[src/rtl/system.sv]
// UART echo system: receives 8N1 bytes on uart_rxd, queues them in a 4-entry
// FIFO and retransmits them on uart_txd. led toggles once per valid byte.
// Optional feature: define SYSTEM_UPCASE_EN to echo 'a'..'z' as 'A'..'Z'.
`timescale 1ns/1ps
module system #(
    parameter int unsigned clk_freq       = 100000000,
    parameter int unsigned uart_baud_rate = 115200
) (
    input  logic clk,
    input  logic rst,
    output logic led,
    input  logic uart_rxd,
    output logic uart_txd
);
    localparam int unsigned Div  = clk_freq / uart_baud_rate;
    localparam int unsigned CntW = (Div > 2) ? $clog2(Div) : 1;
    localparam logic [CntW-1:0] DivLast  = CntW'(Div - 1);
    localparam logic [CntW-1:0] DivPre   = CntW'(Div - 2);
    localparam logic [CntW-1:0] HalfLast = CntW'(Div / 2 - 1);

    typedef enum logic [1:0] {RxIdle, RxStart, RxData, RxStop} rx_state_e;
    typedef enum logic [1:0] {TxIdle, TxStart, TxData, TxStop} tx_state_e;

    // ------------------------------------------------------------------
    // RX synchronizer and falling-edge detect
    // ------------------------------------------------------------------
    logic rxd_meta_q, rxd_sync_q, rxd_prev_q;
    logic rxd_fall;

    // Sync flops reset low so a line held low across reset release never
    // looks like a start edge; the line must be seen high first.
    always_ff @(posedge clk or negedge rst) begin
        if (!rst) begin
            rxd_meta_q <= 1'b0;
            rxd_sync_q <= 1'b0;
            rxd_prev_q <= 1'b0;
        end else begin
            rxd_meta_q <= uart_rxd;
            rxd_sync_q <= rxd_meta_q;
            rxd_prev_q <= rxd_sync_q;
        end
    end

    assign rxd_fall = rxd_prev_q & ~rxd_sync_q;

    // ------------------------------------------------------------------
    // RX FSM
    // ------------------------------------------------------------------
    rx_state_e       rx_state_q, rx_state_d;
    logic [CntW-1:0] rx_cnt_q, rx_cnt_d;
    logic [2:0]      rx_bit_q, rx_bit_d;
    logic [7:0]      rx_shift_q, rx_shift_d;
    logic            rx_done;
    logic            rx_valid_q;
    logic            led_q;

    // RX next-state: half-bit to start midpoint, then whole bits thereafter
    always_comb begin
        rx_state_d = rx_state_q;
        rx_cnt_d   = rx_cnt_q + CntW'(1);
        rx_bit_d   = rx_bit_q;
        rx_shift_d = rx_shift_q;
        rx_done    = 1'b0;
        unique case (rx_state_q)
            RxIdle: begin
                rx_cnt_d = '0;
                if (rxd_fall) rx_state_d = RxStart;
            end
            RxStart: begin
                if (rx_cnt_q == HalfLast) begin
                    rx_cnt_d = '0;
                    rx_bit_d = 3'd0;
                    // High at the midpoint means the edge was a glitch
                    rx_state_d = rxd_sync_q ? RxIdle : RxData;
                end
            end
            RxData: begin
                if (rx_cnt_q == DivLast) begin
                    rx_cnt_d   = '0;
                    rx_shift_d = {rxd_sync_q, rx_shift_q[7:1]};
                    if (rx_bit_q == 3'd7) rx_state_d = RxStop;
                    else                  rx_bit_d   = rx_bit_q + 3'd1;
                end
            end
            RxStop: begin
                if (rx_cnt_q == DivLast) begin
                    rx_cnt_d   = '0;
                    rx_state_d = RxIdle;
                    // A low stop bit is a framing error; byte is discarded and
                    // the edge detector needs the line high again.
                    rx_done    = rxd_sync_q;
                end
            end
            default: rx_state_d = RxIdle;
        endcase
    end

    // RX state registers, byte-valid strobe and activity LED
    always_ff @(posedge clk or negedge rst) begin
        if (!rst) begin
            rx_state_q <= RxIdle;
            rx_cnt_q   <= '0;
            rx_bit_q   <= 3'd0;
            rx_shift_q <= 8'd0;
            rx_valid_q <= 1'b0;
            led_q      <= 1'b0;
        end else begin
            rx_state_q <= rx_state_d;
            rx_cnt_q   <= rx_cnt_d;
            rx_bit_q   <= rx_bit_d;
            rx_shift_q <= rx_shift_d;
            rx_valid_q <= rx_done;
            if (rx_done) led_q <= ~led_q;
        end
    end

    // ------------------------------------------------------------------
    // Echo byte transform
    // ------------------------------------------------------------------
    logic [7:0] echo_byte;

`ifdef SYSTEM_UPCASE_EN
    // Lower-case ASCII letters are converted to upper case
    always_comb begin
        echo_byte = rx_shift_q;
        if (rx_shift_q >= 8'h61 && rx_shift_q <= 8'h7A) echo_byte = rx_shift_q - 8'h20;
    end
`else
    assign echo_byte = rx_shift_q;
`endif

    // ------------------------------------------------------------------
    // 4-entry echo FIFO
    // ------------------------------------------------------------------
    logic [7:0] fifo_mem_q [4];
    logic [1:0] wr_ptr_q, rd_ptr_q;
    logic [2:0] count_q;
    logic       fifo_push, fifo_pop, fifo_empty, fifo_full;

    assign fifo_empty = (count_q == 3'd0);
    assign fifo_full  = (count_q == 3'd4);
    // rx_shift_q is stable for half a bit after the stop sample, so it is
    // still the received byte on the cycle after rx_done.
    assign fifo_push  = rx_valid_q & ~fifo_full;

    // FIFO storage and pointers; push and pop may occur together
    always_ff @(posedge clk or negedge rst) begin
        if (!rst) begin
            for (int i = 0; i < 4; i++) fifo_mem_q[i] <= 8'd0;
            wr_ptr_q <= 2'd0;
            rd_ptr_q <= 2'd0;
            count_q  <= 3'd0;
        end else begin
            if (fifo_push) begin
                fifo_mem_q[wr_ptr_q] <= echo_byte;
                wr_ptr_q             <= wr_ptr_q + 2'd1;
            end
            if (fifo_pop) rd_ptr_q <= rd_ptr_q + 2'd1;
            count_q <= count_q + 3'(fifo_push) - 3'(fifo_pop);
        end
    end

    // ------------------------------------------------------------------
    // TX FSM
    // ------------------------------------------------------------------
    tx_state_e       tx_state_q, tx_state_d;
    logic [CntW-1:0] tx_cnt_q, tx_cnt_d;
    logic [2:0]      tx_bit_q, tx_bit_d;
    logic [7:0]      tx_shift_q, tx_shift_d;
    logic            txd_q, txd_d;

    // TX next-state; STOP leaves one cycle early so the IDLE pop cycle
    // completes the stop bit and frames run back to back.
    always_comb begin
        tx_state_d = tx_state_q;
        tx_cnt_d   = tx_cnt_q + CntW'(1);
        tx_bit_d   = tx_bit_q;
        tx_shift_d = tx_shift_q;
        txd_d      = txd_q;
        fifo_pop   = 1'b0;
        unique case (tx_state_q)
            TxIdle: begin
                tx_cnt_d = '0;
                txd_d    = 1'b1;
                if (!fifo_empty) begin
                    fifo_pop   = 1'b1;
                    tx_shift_d = fifo_mem_q[rd_ptr_q];
                    txd_d      = 1'b0;
                    tx_state_d = TxStart;
                end
            end
            TxStart: begin
                if (tx_cnt_q == DivLast) begin
                    tx_cnt_d   = '0;
                    tx_bit_d   = 3'd0;
                    txd_d      = tx_shift_q[0];
                    tx_state_d = TxData;
                end
            end
            TxData: begin
                if (tx_cnt_q == DivLast) begin
                    tx_cnt_d = '0;
                    if (tx_bit_q == 3'd7) begin
                        txd_d      = 1'b1;
                        tx_state_d = TxStop;
                    end else begin
                        tx_shift_d = {1'b0, tx_shift_q[7:1]};
                        txd_d      = tx_shift_q[1];
                        tx_bit_d   = tx_bit_q + 3'd1;
                    end
                end
            end
            TxStop: begin
                if (tx_cnt_q == DivPre) begin
                    tx_cnt_d   = '0;
                    tx_state_d = TxIdle;
                end
            end
            default: tx_state_d = TxIdle;
        endcase
    end

    // TX state registers; line forced high asynchronously on reset
    always_ff @(posedge clk or negedge rst) begin
        if (!rst) begin
            tx_state_q <= TxIdle;
            tx_cnt_q   <= '0;
            tx_bit_q   <= 3'd0;
            tx_shift_q <= 8'd0;
            txd_q      <= 1'b1;
        end else begin
            tx_state_q <= tx_state_d;
            tx_cnt_q   <= tx_cnt_d;
            tx_bit_q   <= tx_bit_d;
            tx_shift_q <= tx_shift_d;
            txd_q      <= txd_d;
        end
    end

    assign uart_txd = txd_q;
    assign led      = led_q;

endmodule

[config.mk]
export PLATFORM = sky130hd
export DESIGN_NAME = system
export DESIGN_NICKNAME = d
export VERILOG_FILES = /design/src/rtl/system.sv
export SDC_FILE = /design/constraint.sdc
export NUM_CORES = 1
export LEC_CHECK = 0
export BUFFER_PORTS_ARGS = -buffer_cell sky130_fd_sc_hd__buf_2
export CORE_MARGIN = 2
export CORE_UTILIZATION = 30
export CTS_BUF_LIST = sky130_fd_sc_hd__clkbuf_4 sky130_fd_sc_hd__clkbuf_8
export DETAILED_ROUTE_END_ITERATION = 8
export MAX_ROUTING_LAYER = met4
export PLACE_DENSITY_LB_ADDON = 0.2
export REMOVE_ABC_BUFFERS = 1
export SYNTH_ARGS = -nofsm -noshare
export SYNTH_HDL_FRONTEND = slang
export SYNTH_SLANG_ARGS = --single-unit
[constraint.sdc]
create_clock -name clk -period 2.4 [get_ports clk]
set_clock_uncertainty 0.1 [all_clocks]
set_input_delay 0.24 -clock clk [delete_from_list [all_inputs] [get_ports clk]]
set_output_delay 0.24 -clock clk [all_outputs]
set_load 0.01 [all_outputs]
==> results of run 1 <==
[metrics by stage]
stage	power [µW]	setup slack (ns)	cell area, µm²
floorplan	1590	0.121	4300
finish	2920	0.173	4960
detailed placement	1640	0.0725	4670
global placement	1640	0.143	4670
global route	3050	0.0169	4960
CTS	2980	0.0465	4940
[state kept, by name, indices dropped and copies added, names as in the netlist, 2 cells and up, named ones only]
| register | cells |
|---|---|
| echo_byte | 8 |
| tx_state_q | 2 |
| tx_bit_q | 3 |
| rd_ptr_q | 2 |
| tx_cnt_q | 10 |
| fifo_mem_q | 32 |
| tx_shift_q | 8 |
| wr_ptr_q | 2 |
| rx_cnt_q | 10 |
| count_q | 3 |
| rx_bit_q | 3 |
[final timing paths]
kind / endpoint / cells past startpoint / start / slack, ns
max: count_q[2] / 10 / count_q[2] / 0.17
min: rxd_sync_q / 0 / rxd_meta_q / 0.26
max reg2reg: count_q[2] / 10 / count_q[2] / 0.17
min reg2reg: rxd_sync_q / 0 / rxd_meta_q / 0.26
max in group asynchronous: fifo_mem_q[2] / 3 / rst / 1.30
min in group asynchronous: tx_cnt_q[7] / 2 / rst / 0.30
[layout by cell type (no fill, tap or decap), types with 2 or more instances in the layout]
| master | n |
|---|---|
| dfrtp_1 | 90 |
| mux2_2 | 49 |
| nor2_1 | 27 |
| inv_1 | 19 |
| ha_1 | 18 |
| nand2_1 | 17 |
| xnor2_1 | 16 |
| buf_4 | 15 |
| clkbuf_8 | 11 |
| nand3_1 | 8 |
| mux4_2 | 8 |
| o21ai_0 | 7 |
| a22o_1 | 7 |
| mux2_4 | 7 |
| xor2_1 | 6 |
| nor3_1 | 5 |
| a31oi_1 | 5 |
| nand4_1 | 3 |
| nor4_1 | 3 |
| bufinv_16 | 3 |
| buf_2 | 3 |
| nand2b_1 | 2 |
| and3_1 | 2 |
| a21oi_1 | 2 |
| dlygate4sd3_1 | 2 |
[power breakdown]
group	internal [µW]	switching, µW
Clock	754	560
Combinational	15.4	45.3
Sequential	1540	7.67
Total	2310	613
[per-layer routing]
metal  vias up  track usage [%]  wire length (µm)
met4         0             5.02               146
met2        27             16.5              3580
met5         -                -                 0
met1      1338             14.7              3800
met3        11             3.09               216
li1       1238                -                 -
[cells in the mapped netlist, types with 2 or more instances]
cell type  number
xnor2_1        16
o21ai_0         7
ha_1           18
nand2_1        17
nor4_1          3
nand3_1         8
inv_1          19
nand2b_1        3
a22o_1          7
clkbuf_1        3
dfrtp_1        90
buf_6           2
nand4_1         3
a21oi_1         2
a31oi_1         5
mux2_4          7
xor2_1          6
nor3_1          6
buf_2           3
mux4_2          8
mux2_2         49
nor2_1         27
and3_1          2
[timing repair]
item                                   in CTS  in global routing
gates resized for setup                     0                  2
endpoints found under the hold margin      37                  0
hold buffers                                2                  0
setup buffers                               0                  1
setup endpoints to repair                   0                  1
[layout make-up]
cell class,instances,area [µm²]
Inverter,19,71.3
Timing Repair Buffer,21,168
Sequential cell,91,2280
Fill cell,1423,9400
Multi-Input combinational cell,218,1960
Tap cell,184,230
Clock buffer,11,151
Clock inverter,5,108
[cells by family after synthesis]
group,after synthesis,share of synthesized area [%]
DFF,91,52.4
and+or+nand+nor,83,10.5
muxes,65,19.5
AOI/OAI and AO/OA,29,4.66
buffers and inverters,28,2.93
xor gates and xnor gates,22,4.43
adders and majority gates,19,5.64
==> flow_metrics.tcl, run 1 <==
set metrics [dict create \
    place.gp.congestion 0.767 \
    rows 44 \
    insertion_delay_ns 0.37 \
    worst_pin_slew_ns 0.540 \
    postLayoutCoreUtil_pct 34.6 \
    num_antenna_cells 0 \
    h-tree-depth 3 \
    portBuffers 4 \
    die_area_um2 15500 \
    drive_above_1_share_pct 30.7 \
    path_class "reg -> reg" \
    vias 2614 \
    netlist_instances 337 \
    synth_cell_types 49 \
    relSlewSlack_pct 64.0 \
    crit_slowest_cell "dfrtp_1" \
    cts_buffer_depth 2 \
    p_leak_uw 0.00234 \
    ys.flop_type "dfrtp_1" \
    synth_top_area_share_pct 51.8 \
    io_pins 5 \
    stdcell_count 549 \
    drt-pass1-iter-count 4 \
    syn2layout_area_growth_pct 14.1 \
    die_w_um 124 \
    drv_cap 0 \
    yosysTopAreaCell "dfrtp_1" \
    wl_mm 7.74 \
    place_inst 530 \
    holdWs_ns 0.258 \
    cts_root_buf "clkbuf_8" \
    grt_pass1_wl_mm 13.5 \
    dp_hpwl_mm 5.17 \
    synth_area_um2 4350 \
    rsz0062_at_grt "no" \
    clock-sinks 91 \
    crit_buf_inv 3 \
    period_needed_ns 2.23 \
    finalSetupViolCount 0 \
    crit_path_max_incr_delay_ns 0.43 \
    overflow 0 \
    ant_nets 0 \
    tritoncts "yes" \
    yosys_warnings 0 \
    path_common_cell "inv_1" \
    cp_top_family "adder cells" \
    grt_max_degree 41 \
    clkSlewWorstSetupHoldPaths_ns 0.09 \
    path_max_fanout 3 \
    cts_buffers 9 \
    hold_violations 0 \
    fin_crit_sh_pct 92.8 \
    worstPathRequired_ns 2.59 \
    max_freq_mhz 449 \
    via_per_inst 4.76 \
    grt_antenna_before_repair 0 \
    grt_pass1_vias 2667 \
    start_util_pct 30.3 \
    crit_chain "nor3_2 > nand2b_4 > inv_1 > ha_1 > inv_1 > ha_1 > inv_1 > fa_1 > xnor2_1 > xnor2_1" \
    synth-edff-count 0 \
    hp-class "reg -> reg" \
    crit_path_end_kind "register" \
    worstPathArrival_ns 2.42 \
    synth_area_per_cell_um2 12.9 \
    fp.coreArea_um2 14400 \
    wl_per_cell_um 14.1 \
    layout.nets 382 \
    slew_viol_final 0 \
    peakVddDrop_mv 0.209 \
    power_density_nw_per_um2 588 \
    startpoint_type "register" \
    ys_ff_latch 91 \
    tns_ns 0 \
    status "completed" \
    synth_seq_area_share_pct 52.4 \
    grt_usage_pct 11.3 \
    drc_errors 0 \
    die_h_um 124 \
    yosys-top-cells-area "dfrtp_1, mux2_2, ha_1" \
    drtIter0Drc 134 \
    async_flop_share_pct 100 \
]
Note: power is estimated with default switching activity, not from simulation.
==> run 2: changes to the inputs <==
- RECOVER_POWER: not set -> 100
==> flow_metrics.tcl, run 2 (synthesized netlist as in run 1, its figures left out) <==
set metrics [dict create \
    status "completed" \
    grt_pass1_vias 2667 \
    grt_max_degree 41 \
    insertion_delay_ns 0.37 \
    io_pins 5 \
    vias 2599 \
    worstPathArrival_ns 2.41 \
    wl_per_cell_um 14.1 \
    path_max_fanout 8 \
    die_area_um2 15500 \
    crit_buf_inv 1 \
    rsz0062_at_grt "no" \
    wl_mm 7.75 \
    tns_ns 0 \
    grt_pass1_wl_mm 13.5 \
    place.gp.congestion 0.767 \
    power_density_nw_per_um2 599 \
    drv_cap 0 \
    drive_above_1_share_pct 25.8 \
    max_freq_mhz 444 \
    hp-class "reg -> reg" \
    cp_top_family "simple AND/OR/NAND/NOR gates" \
    crit_slowest_cell "or3b_1" \
    hold_violations 0 \
    crit_path_end_kind "register" \
    fin_crit_sh_pct 93.8 \
    worstPathRequired_ns 2.56 \
    cp-endpoint "echo_byte[4]" \
    r2r_slack_ns 0.15 \
    slew_viol_final 0 \
    clkSlewWorstSetupHoldPaths_ns 0.09 \
    drc_errors 0 \
    worst_pin_slew_ns 1.02 \
    finalSetupViolCount 0 \
    cts_buffers 9 \
    path_class "reg -> reg" \
    num_antenna_cells 0 \
    startpoint_type "register" \
    layout_setup_ws_ns 0.149 \
    rows 44 \
    relSlewSlack_pct 32.0 \
    die_w_um 124 \
    largest-register "fifo_mem_q" \
    final_cell_mix "dfrtp_1, mux2_2, nor2_1, inv_1, ha_1" \
    grt_antenna_before_repair 0 \
    reg_top3 "fifo_mem_q x32, rx_cnt_q x10, tx_cnt_q x10" \
    die_h_um 124 \
    grt_usage_pct 11.3 \
    crit_cells 5 \
    crit_path_max_incr_delay_ns 0.47 \
    layout.cells.most_common "dfrtp_1" \
    pre_cts_ws_ns 0.0725 \
    crit_path_start "rx_cnt_q[3]" \
    portBuffers 4 \
    ant_nets 0 \
    h-tree-depth 3 \
    cts_root_buf "clkbuf_8" \
    fp.coreArea_um2 14400 \
    p_leak_uw 0.00226 \
    clock-sinks 91 \
    r2r_start "rx_cnt_q[3]" \
    power_uw 2920 \
    tritoncts "yes" \
    via_per_inst 4.73 \
    holdWs_ns 0.258 \
    syn2layout_area_growth_pct 11.9 \
    period_needed_ns 2.25 \
    cts_buffer_depth 2 \
    crit_chain "or3b_1 > nor4_1 > and2_0 > clkbuf_4 > mux2_2" \
    drtIter0Drc 132 \
    reg2reg_depth 5 \
    start_util_pct 30.3 \
    rr_endpoint "echo_byte[4]" \
    drt-pass1-iter-count 4 \
    dp_hpwl_mm 5.17 \
    layout.nets 382 \
    largest_reg_flops 32 \
    peakVddDrop_mv 0.209 \
    overflow 0 \
]
run 2: how the worst min path moves through the flow:
| stage | start | to | slack [ns] | depth (start not counted) |
|---|---|---|---|---|
| CTS | rxd_meta_q | rxd_sync_q | 0.26 | 0 |
| floorplan | rst | async pin | -0.16 | 0 |
| global route | rxd_meta_q | rxd_sync_q | 0.26 | 0 |
| global placement | rst | tx_cnt_q[5] | 0.16 | 1 |
| detailed placement | rst | tx_cnt_q[7] | 0.16 | 1 |
| finish | rxd_meta_q | rxd_sync_q | 0.26 | 0 |
run 2: area by class of cell:
type | count | area [µm²]
well taps | 184 | 230
multi-input cells | 218 | 1900
flip-flops and latches | 91 | 2280
inverters | 19 | 71.3
clock buffers | 11 | 151
clock inverters | 5 | 108
fillers | 1428 | 9500
repair buffers | 21 | 135
run 2: report_power, final:
group / switching [µW] / leakage [µW] / internal, µW
clock network: 561 / 0.000130 / 754
logic: 43.8 / 0.000870 / 11.7
registers: 7.71 / 0.00126 / 1540
total: 613 / 0.00226 / 2300
run 2: per-stage QoR:
stage               utilization [%]  cells  instance area, µm²
floorplan                         -    328                4300
detailed placement             32.5    530                4670
CTS                            34.4    548                4940
finish                         33.9    549                4870
global placement               32.5    530                4670
global route                   33.9    549                4870
run 2: timing repair:
action / in CTS / in global routing
hold endpoints to repair: 37 / 0
endpoints found under the setup margin: 0 / 1
hold buffers: 2 / 0
gates resized for setup: 0 / 2
setup buffers: 0 / 1
run 2: routing by layer:
layer | up-vias | global-route usage [%] | part of all wire (%) | routed length (µm)
met5 | - | - | 0 | 0
met4 | 0 | 5.02 | 1.9 | 146
met3 | 11 | 3.09 | 2.6 | 201
met2 | 23 | 16.5 | 46 | 3550
met1 | 1331 | 14.7 | 50 | 3850
li1 | 1234 | - | - | -
run 2: worst reg2reg max path: stages (launching register included):
cell and delay (ns):
dfrtp_1 0.44, or3b_1 0.47, nor4_1 0.39, and2_0 0.18
clkbuf_4 0.21, mux2_2 0.35
==> run 3: changes to the inputs <==
- REMOVE_ABC_BUFFERS: 1 -> not set
==> flow_metrics.tcl, run 3 (synthesized netlist as in run 1, its figures left out) <==
set metrics [dict create \
    hp-class "reg -> reg" \
    final_cell_mix "dfrtp_1, mux2_2, nor2_1, inv_1, ha_1" \
    fin_area_um2 4830 \
    status "completed" \
    placed_cell_area_um2 4670 \
    vias 2563 \
    worst_pin_slew_ns 0.984 \
    overflow 0 \
    power_density_nw_per_um2 537 \
    via_per_inst 4.66 \
    period_needed_ns 2.24 \
    worstPathRequired_ns 2.55 \
    portBuffers 4 \
    peakVddDrop_mv 0.391 \
    crit_path_max_incr_delay_ns 0.48 \
    die_w_um 124 \
    reg2reg_depth 4 \
    largest_reg_flops 32 \
    dp_hpwl_mm 5.37 \
    reg_top3 "fifo_mem_q x32, rx_cnt_q x10, tx_cnt_q x10" \
    drt-pass1-iter-count 4 \
    path_class "reg -> reg" \
    crit_slowest_cell "or3b_1" \
    crit_path_start "rx_cnt_q[3]" \
    grt_pass1_wl_mm 13.8 \
    grt_pass1_vias 2713 \
    rr_endpoint "echo_byte[0]" \
    synth_nets 359 \
    num_antenna_cells 0 \
    cts_root_buf "clkbuf_8" \
    fin_crit_sh_pct 93.2 \
    drv_cap 0 \
    drc_errors 0 \
    ant_nets 0 \
    path_max_fanout 8 \
    wl_per_cell_um 14.2 \
    hp-start "rxd_meta_q" \
    drive_above_1_share_pct 26.5 \
    wl_mm 7.82 \
    place_inst 531 \
    layout.nets 384 \
    r2r_slack_ns 0.16 \
    start_util_pct 30.3 \
    h-tree-depth 3 \
    io_pins 5 \
    syn2layout_area_growth_pct 10.9 \
    die_area_um2 15500 \
    die_h_um 124 \
    cp-endpoint "echo_byte[0]" \
    grt_antenna_before_repair 0 \
    fill_cells 1454 \
    grt_max_degree 40 \
    rows 44 \
    slew_viol_final 0 \
    clock-sinks 91 \
    startpoint_type "register" \
    stdcell_count 550 \
    crit_chain "or3b_1 > nor4_2 > and2_1 > mux2_2" \
    cts_buffer_depth 2 \
    worstPathArrival_ns 2.38 \
    tritoncts "yes" \
    hold_violations 0 \
    holdPathStages 0 \
    insertion_delay_ns 0.36 \
    crit_path_end_kind "register" \
    p_leak_uw 0.00223 \
    clkSlewWorstSetupHoldPaths_ns 0.08 \
    layout.cells.most_common "dfrtp_1" \
    r2r_start "rx_cnt_q[3]" \
    finalSetupViolCount 0 \
    largest-register "fifo_mem_q" \
    relSlewSlack_pct 34.4 \
    fp.coreArea_um2 14400 \
    cts_buffers 9 \
    drtIter0Drc 95 \
    place.gp.congestion 0.728 \
    grt_usage_pct 11.5 \
    max_freq_mhz 447 \
]
run 3: worst min-delay path by stage:
stage                       end  slack [ns]
floorplan             async pin       -0.16
global route         rxd_sync_q        0.26
global placement    tx_cnt_q[9]        0.16
CTS                  rxd_sync_q        0.26
detailed placement  tx_cnt_q[5]        0.15
finish               rxd_sync_q        0.25
run 3: worst max-delay path: cells and delay by family, from the launching register on:
family           cells  cell delay [ns]
AND/OR/NAND/NOR      3             1.22
flip-flops           1             0.43
multiplexers         1             0.38
run 3: power breakdown:
part / leakage (µW) / switching, µW / internal [µW]
combinational: 0.000877 / 45.0 / 14.0
sequential: 0.00126 / 6.25 / 1540
clock: 0.0000956 / 509 / 480
total: 0.00223 / 560 / 2030
run 3: per-stage QoR:
step | utilization, % | hold slack, ns | TNS [ns] | total power (µW) | setup WS (ns)
2_1_floorplan | - | -0.156 | 0 | 1600 | 0.121
5_1_grt | 33.6 | 0.261 | -0.00721 | 2730 | -0.00721
6_report | 33.6 | 0.253 | 0 | 2590 | 0.162
4_1_cts | 34.0 | 0.258 | 0 | 2670 | 0.0408
3_3_place_gp | 32.5 | 0.156 | 0 | 1640 | 0.194
3_5_place_dp | 32.5 | 0.153 | 0 | 1640 | 0.0656
run 3: per-layer routing:
layer / vias to the layer above / global-route usage [%] / routed length (µm)
li1: 1232 / - / -
met1: 1305 / 14.8 / 3820
met2: 17 / 17.2 / 3680
met3: 9 / 3.82 / 219
met4: 0 / 3.77 / 102
met5: - / - / 0
run 3: area by class of cell:
type	instances	area (µm²)	share of cell area (%)
Inverter	19	71.3	1.48
Clock inverter	1	7.51	0.156
Timing Repair Buffer	23	144	2.98
Sequential cell	91	2280	47.2
Tap cell	184	230	4.77
Clock buffer	14	180	3.73
Multi-Input combinational cell	218	1910	39.7
run 3: what timing repair did:
item | CTS | global route
hold buffers | 2 | 0
hold endpoints to repair | 38 | 0
setup buffers | 0 | 2
setup endpoints to repair | 0 | 1
gates resized for setup | 0 | 3
